===== src/rtl/reg_file_nrw.sv =====
// ---------------------------------------------------------------------------
// reg_file_nrw: parametrised architectural register bank.
//
// The bank holds DEPTH words of WIDTH bits each. Every word is a D-type
// register with its own write enable. There is one synchronous write port
// and there are two combinational read ports. ZERO_REG names an optional
// index that always reads as zero. A write to it, or to any index at or
// above DEPTH, is dropped. When BYPASS is set, write data that is being
// committed in the current cycle is forwarded to any read port that
// addresses the same word. wr_count counts committed writes since reset
// and saturates at 16'hFFFF.
//
// Ports:
//   clk       in   1      clock; all state updates on the rising edge
//   reset     in   1      synchronous, active-high; clears words and counter
//   wr_en     in   1      write enable
//   wr_addr   in   AW     write register index
//   wr_data   in   WIDTH  write data
//   rd_addr1  in   AW     read port 1 index
//   rd_addr2  in   AW     read port 2 index
//   rd_data1  out  WIDTH  read port 1 data (combinational)
//   rd_data2  out  WIDTH  read port 2 data (combinational)
//   wr_count  out  16     committed writes since reset, saturating
// ---------------------------------------------------------------------------
module reg_file_nrw #(
    parameter int unsigned WIDTH    = 64,
    parameter int unsigned DEPTH    = 32,
    parameter int          ZERO_REG = 31,
    parameter int unsigned BYPASS   = 1,
    localparam int unsigned AW      = (DEPTH > 1) ? $clog2(DEPTH) : 1
) (
    input  logic             clk,
    input  logic             reset,
    input  logic             wr_en,
    input  logic [AW-1:0]    wr_addr,
    input  logic [WIDTH-1:0] wr_data,
    input  logic [AW-1:0]    rd_addr1,
    input  logic [AW-1:0]    rd_addr2,
    output logic [WIDTH-1:0] rd_data1,
    output logic [WIDTH-1:0] rd_data2,
    output logic [15:0]      wr_count
);

    localparam int unsigned CNT_W   = 16;
    localparam logic [CNT_W-1:0] CNT_MAX = '1;

    // A ZERO_REG value outside 0..DEPTH-1 (for example -1) disables the
    // zero register. The indices it would name are out of range anyway.
    localparam bit HAS_ZERO = (ZERO_REG >= 0) && (ZERO_REG < int'(DEPTH));
    localparam logic [31:0] ZERO_IDX = HAS_ZERO ? ZERO_REG : 0;
    localparam logic [31:0] DEPTH_U  = DEPTH;
    localparam bit BYPASS_ON = (BYPASS != 0);

    // Address classification. The address is widened to 32 bits, so the
    // comparisons work the same way whether or not DEPTH is a power of two.
    function automatic logic addr_in_range(input logic [AW-1:0] addr);
        logic [31:0] a;
        a = 32'(addr);
        return a < DEPTH_U;
    endfunction

    function automatic logic addr_is_zero(input logic [AW-1:0] addr);
        logic [31:0] a;
        a = 32'(addr);
        return HAS_ZERO && (a == ZERO_IDX);
    endfunction

    // -----------------------------------------------------------------------
    // Storage and write path
    // -----------------------------------------------------------------------
    logic [WIDTH-1:0] mem_q [DEPTH];
    logic [DEPTH-1:0] word_we;
    logic             wr_commit;

    // reset takes priority, so a write in a reset cycle never commits.
    // This also blocks the bypass path while reset is high.
    always_comb begin
        wr_commit = wr_en && !reset && addr_in_range(wr_addr) && !addr_is_zero(wr_addr);
    end

    // Decode the write address into one enable per word.
    always_comb begin
        word_we = '0;
        for (int unsigned i = 0; i < DEPTH; i++) begin
            word_we[i] = wr_commit && (32'(wr_addr) == i);
        end
    end

    always_ff @(posedge clk) begin
        for (int unsigned i = 0; i < DEPTH; i++) begin
            if (reset) begin
                mem_q[i] <= '0;
            end else if (word_we[i]) begin
                mem_q[i] <= wr_data;
            end
        end
    end

    // -----------------------------------------------------------------------
    // Committed-write counter (saturating)
    // -----------------------------------------------------------------------
    logic [CNT_W-1:0] wr_count_q, wr_count_d;

    always_comb begin
        wr_count_d = wr_count_q;
        if (wr_commit && (wr_count_q != CNT_MAX)) begin
            wr_count_d = wr_count_q + 1'b1;
        end
    end

    always_ff @(posedge clk) begin
        if (reset) begin
            wr_count_q <= '0;
        end else begin
            wr_count_q <= wr_count_d;
        end
    end

    assign wr_count = wr_count_q;

    // -----------------------------------------------------------------------
    // Read ports
    // -----------------------------------------------------------------------
    // The zero register and out-of-range indices are checked first. As a
    // result, the bypass path can never forward data to the zero register.
    // An in-range, non-zero address match also means the write commits.
    logic rd1_valid, rd2_valid;
    logic rd1_hit, rd2_hit;

    always_comb begin
        rd1_valid = addr_in_range(rd_addr1) && !addr_is_zero(rd_addr1);
        rd2_valid = addr_in_range(rd_addr2) && !addr_is_zero(rd_addr2);
        rd1_hit   = BYPASS_ON && wr_en && !reset && (wr_addr == rd_addr1);
        rd2_hit   = BYPASS_ON && wr_en && !reset && (wr_addr == rd_addr2);
    end

    always_comb begin
        rd_data1 = '0;
        if (rd1_valid) begin
            if (rd1_hit) begin
                rd_data1 = wr_data;
            end else begin
                rd_data1 = mem_q[rd_addr1];
            end
        end
    end

    always_comb begin
        rd_data2 = '0;
        if (rd2_valid) begin
            if (rd2_hit) begin
                rd_data2 = wr_data;
            end else begin
                rd_data2 = mem_q[rd_addr2];
            end
        end
    end

endmodule


===== config.mk =====
export PLATFORM = sky130hd
export DESIGN_NAME = reg_file_nrw
export DESIGN_NICKNAME = d
export VERILOG_FILES = /design/src/rtl/reg_file_nrw.sv
export SDC_FILE = /design/constraint.sdc
export NUM_CORES = 2
export LEC_CHECK = 0
export BUFFER_PORTS_ARGS = -buffer_cell sky130_fd_sc_hd__buf_2
export CAP_MARGIN = 20
export CORE_MARGIN = 1.5
export CORE_UTILIZATION = 35
export CTS_BUF_LIST = sky130_fd_sc_hd__clkbuf_8
export CTS_CLUSTER_DIAMETER = 80
export DETAILED_ROUTE_END_ITERATION = 7
export PLACE_DENSITY = 0.46
export RECOVER_POWER = 100
export SYNTH_ARGS = -nofsm -noshare
export SYNTH_HDL_FRONTEND = slang
export SYNTH_SLANG_ARGS = --single-unit

===== constraint.sdc =====
create_clock -name clk -period 15.9 [get_ports clk]
set_clock_uncertainty 0.2 [all_clocks]
set_input_delay 3.18 -clock clk [delete_from_list [all_inputs] [get_ports clk]]
set_output_delay 3.18 -clock clk [all_outputs]
set_load 0.03 [all_outputs]

==> flow_metrics.tcl <==
set metrics [dict create \
    num_vias 77530 \
    rsz0062_at_grt "false" \
    hold_violations 0 \
    holdBufCountCts 0 \
    use_met1_pct 43.29 \
    cp.arrival_ps 10440 \
    dpl_cell_area_mm2 0.1157 \
    r2r_setup_slack_ps 13440 \
    clockBufferDepth 4 \
    drt_iter0_drc 12500 \
    routed_wl_um 527200 \
    fill_cells 29190 \
    numCtsBuffers 382 \
    antenna_found_initial 103 \
    io_buffers 225 \
    synth-compound-area-share_pct 6.011 \
    post-route-drc-count 0 \
    r2r_cells 6 \
    routed_via_density 6.358 \
    crit_start "rd_addr1[2]" \
    synthToLayoutAreaGrowth_pct 10.60 \
    yosys.area_share.simple_pct 13.43 \
    htree_levels 5 \
    status "finished, violations left" \
    grt.total_usage_pct 32.73 \
    p_comb_share_pct 13.9 \
    start_kind "primary input" \
    first_pass_iters 6 \
    die_h_um 563.2 \
    cp_max_fo 66 \
    rows 205 \
    layout-drive-gt1-share_pct 19.89 \
    slew_headroom_pct -236.5 \
    cts_sinks 2064 \
    finalCritPeriodShare_pct 86.89 \
    max-vdd-ir-drop_uv 60.12 \
    crit_end "rd_data1[8]" \
    io_pins 226 \
    seq_power_share_pct 49.1 \
    synth_cells 7581 \
    fin_nets 7781 \
    start_util_pct 35.19 \
    pwr-share-clk_pct 37.0 \
    async_reset_ff_share_pct 0 \
    final_max_slew_viol_count 4629 \
    hpwl_um 293300 \
    syn_avg_cell_area_um2 14.49 \
    rr_startpoint "wr_count[0]" \
    cts_tree "done" \
    holdWs_ps 298.1 \
    synth-seq-cells 2064 \
    synth-xor-area-share_pct 0.1435 \
    setup_viol 0 \
    met3_usage_pct 7.767 \
    netlist_area_mm2 0.1098 \
    ys_warn_count 0 \
    cp.required_ps 12520 \
    end_kind "output pin" \
    grt_max_degree 119 \
    routabilityCongestion 0.8511 \
    postRouteAntennaNets 0 \
    grt.busiest_layer "met2" \
    grt_pass1_wl_um 700200 \
    final_cell_mix "edfxtp_1 (2048), and2_1 (1060), and2_0 (930), mux4_2 (818), mux2i_1 (405)" \
    placeableCoreArea_mm2 0.3122 \
    synth_mux_area_share_pct 20.80 \
    synth_edf_count 2048 \
    timing.final.crit_period_ps 13820 \
    synth_top_family_by_area "multiplexers" \
    switching_share_pct 29.56 \
    first_global_vias 75750 \
    dieArea_mm2 0.3172 \
    final_common_cell "edfxtp_1" \
    total_power_mw 13.17 \
    clock.fmax_mhz 72.38 \
    maxCapViolCount 179 \
    synth.yosys.seq_area_share_pct 56.28 \
    fp.dieW_um 563.2 \
    p_int_mw 9.274 \
    gr-total-overflow 0 \
    globalRouteMet2Util_pct 50.90 \
    r2r_end "wr_count[12]" \
    crit_type "primary input to output pin" \
    cts_resized 0 \
    powerDensity_mw_per_mm2 108.4 \
    worst_pin_slew_ps 5048 \
    clock_latency_ps 1120 \
    synth_ff_type "edfxtp_1" \
    setup_tns_ps 0 \
    violations "capacitance limit, slew limit" \
    cts-root-buf "clkbuf_8" \
    p_sw_mw 3.892 \
    yosysUniqueCellTypes 66 \
    holdCritPathClass "register to register" \
    fin_area_mm2 0.1215 \
    path_clk_slew_ps 60 \
    synth_fa_ha_area_share_pct 0.01139 \
    cts_setup_buffers 0 \
    p_leak_nw 40.55 \
    avgRoutedWirePerCell_um 43.23 \
]
[cells by family after synthesis]
| group | after synthesis |
|---|---|
| buffers and inverters | 819 |
| XOR/XNOR | 18 |
| AND/OR/NAND/NOR | 2502 |
| other | 1 |
| AO/OA/AOI/OAI | 920 |
| adder cells (fa/ha/maj) | 1 |
| multiplexers | 1256 |
| flip-flops | 2064 |
[registers in the layout, indices dropped and copies added (netlist names)]
| name | count |
|---|---|
| wr_count | 16 |
| mem_q | 2048 |
[worst min path at each step]
stage | slack (ps) | startpoint | depth (start not counted) | end
floorplan | 400 | wr_count[6] | 1 | wr_count[6]
global placement | 270 | wr_count[6] | 1 | wr_count[6]
detailed placement | 280 | wr_count[6] | 1 | wr_count[6]
CTS | 300 | wr_count[6] | 1 | wr_count[6]
global route | 350 | wr_count[6] | 1 | wr_count[6]
finish | 300 | wr_count[6] | 1 | wr_count[6]
[synth_stat cells, drive strengths merged, types with 14 or more instances]
library cell	instances	area (µm²)
mux2	33	371.6
mux4	818	18420
a221oi	39	341.6
a21oi	125	629.4
dfxtp	16	320.3
a31oi	15	93.84
and2	1992	12460
a32o	65	650.6
a221o	16	160.2
nand3	38	190.2
o221ai	81	709.4
o21ai	112	560.5
a22oi	191	1434
o22ai	115	719.4
edfxtp	2048	61500
clkbuf	555	2084
nor4	26	162.7
nand2	253	949.7
a211oi	81	608.1
buf	257	1529
a22o	17	148.9
nor3	21	105.1
nor2	91	344.1
nor2b	19	118.9
nand2b	14	87.58
mux2i	405	4054
[layer usage]
| metal | vias to the layer above | share of wire, % |
|---|---|---|
| li1 | 29540 | - |
| met1 | 41110 | 38 |
| met2 | 5652 | 45 |
| met3 | 1209 | 11 |
| met4 | 20 | 5.4 |
| met5 | - | 0.037 |
[critical path, cell delays in order]
cell	delay (ps)
clkbuf_8	330
buf_12	390
clkinvlp_2	1110
clkbuf_1	2230
nand2_1	1520
nor4_1	590
nor4_1	80
nor2_1	530
buf_2	320
[through the flow]
step                      util, %  instances  worst slack, ps
after floorplan                 -       7644             6765
after global placement      37.04      11450             4830
after detailed placement    37.08      11450             4836
after CTS                   39.25      12120             4834
after global routing        38.87      12140             2350
final                       38.91      12200             2084
[power groups by stage]
| stage | sequential, mW | clock, mW | combinational [mW] |
|---|---|---|---|
| 2_1_floorplan | 6.52 | 0 | 1.06 |
| 4_1_cts | 6.44 | 4.93 | 1.82 |
| 6_report | 6.47 | 4.87 | 1.83 |
| 5_1_grt | 6.49 | 5.15 | 1.86 |
| 3_3_place_gp | 6.54 | 0 | 1.82 |
| 3_5_place_dp | 6.55 | 0 | 1.82 |
[area by class of cell]
| cell class | instances | area, µm² | area share [%] |
|---|---|---|---|
| sequential | 2064 | 61820 | 50.89 |
| multi-input combinational | 4761 | 44900 | 36.96 |
| clock buffer | 384 | 5285 | 4.351 |
| tap | 4140 | 5180 | 4.264 |
| timing repair buffer | 482 | 2575 | 2.120 |
| clock inverter | 287 | 1509 | 1.242 |
| antenna | 70 | 175.2 | 0.1442 |
| inverter | 7 | 32.53 | 0.02678 |
Note: power is estimated with default switching activity, not from simulation.
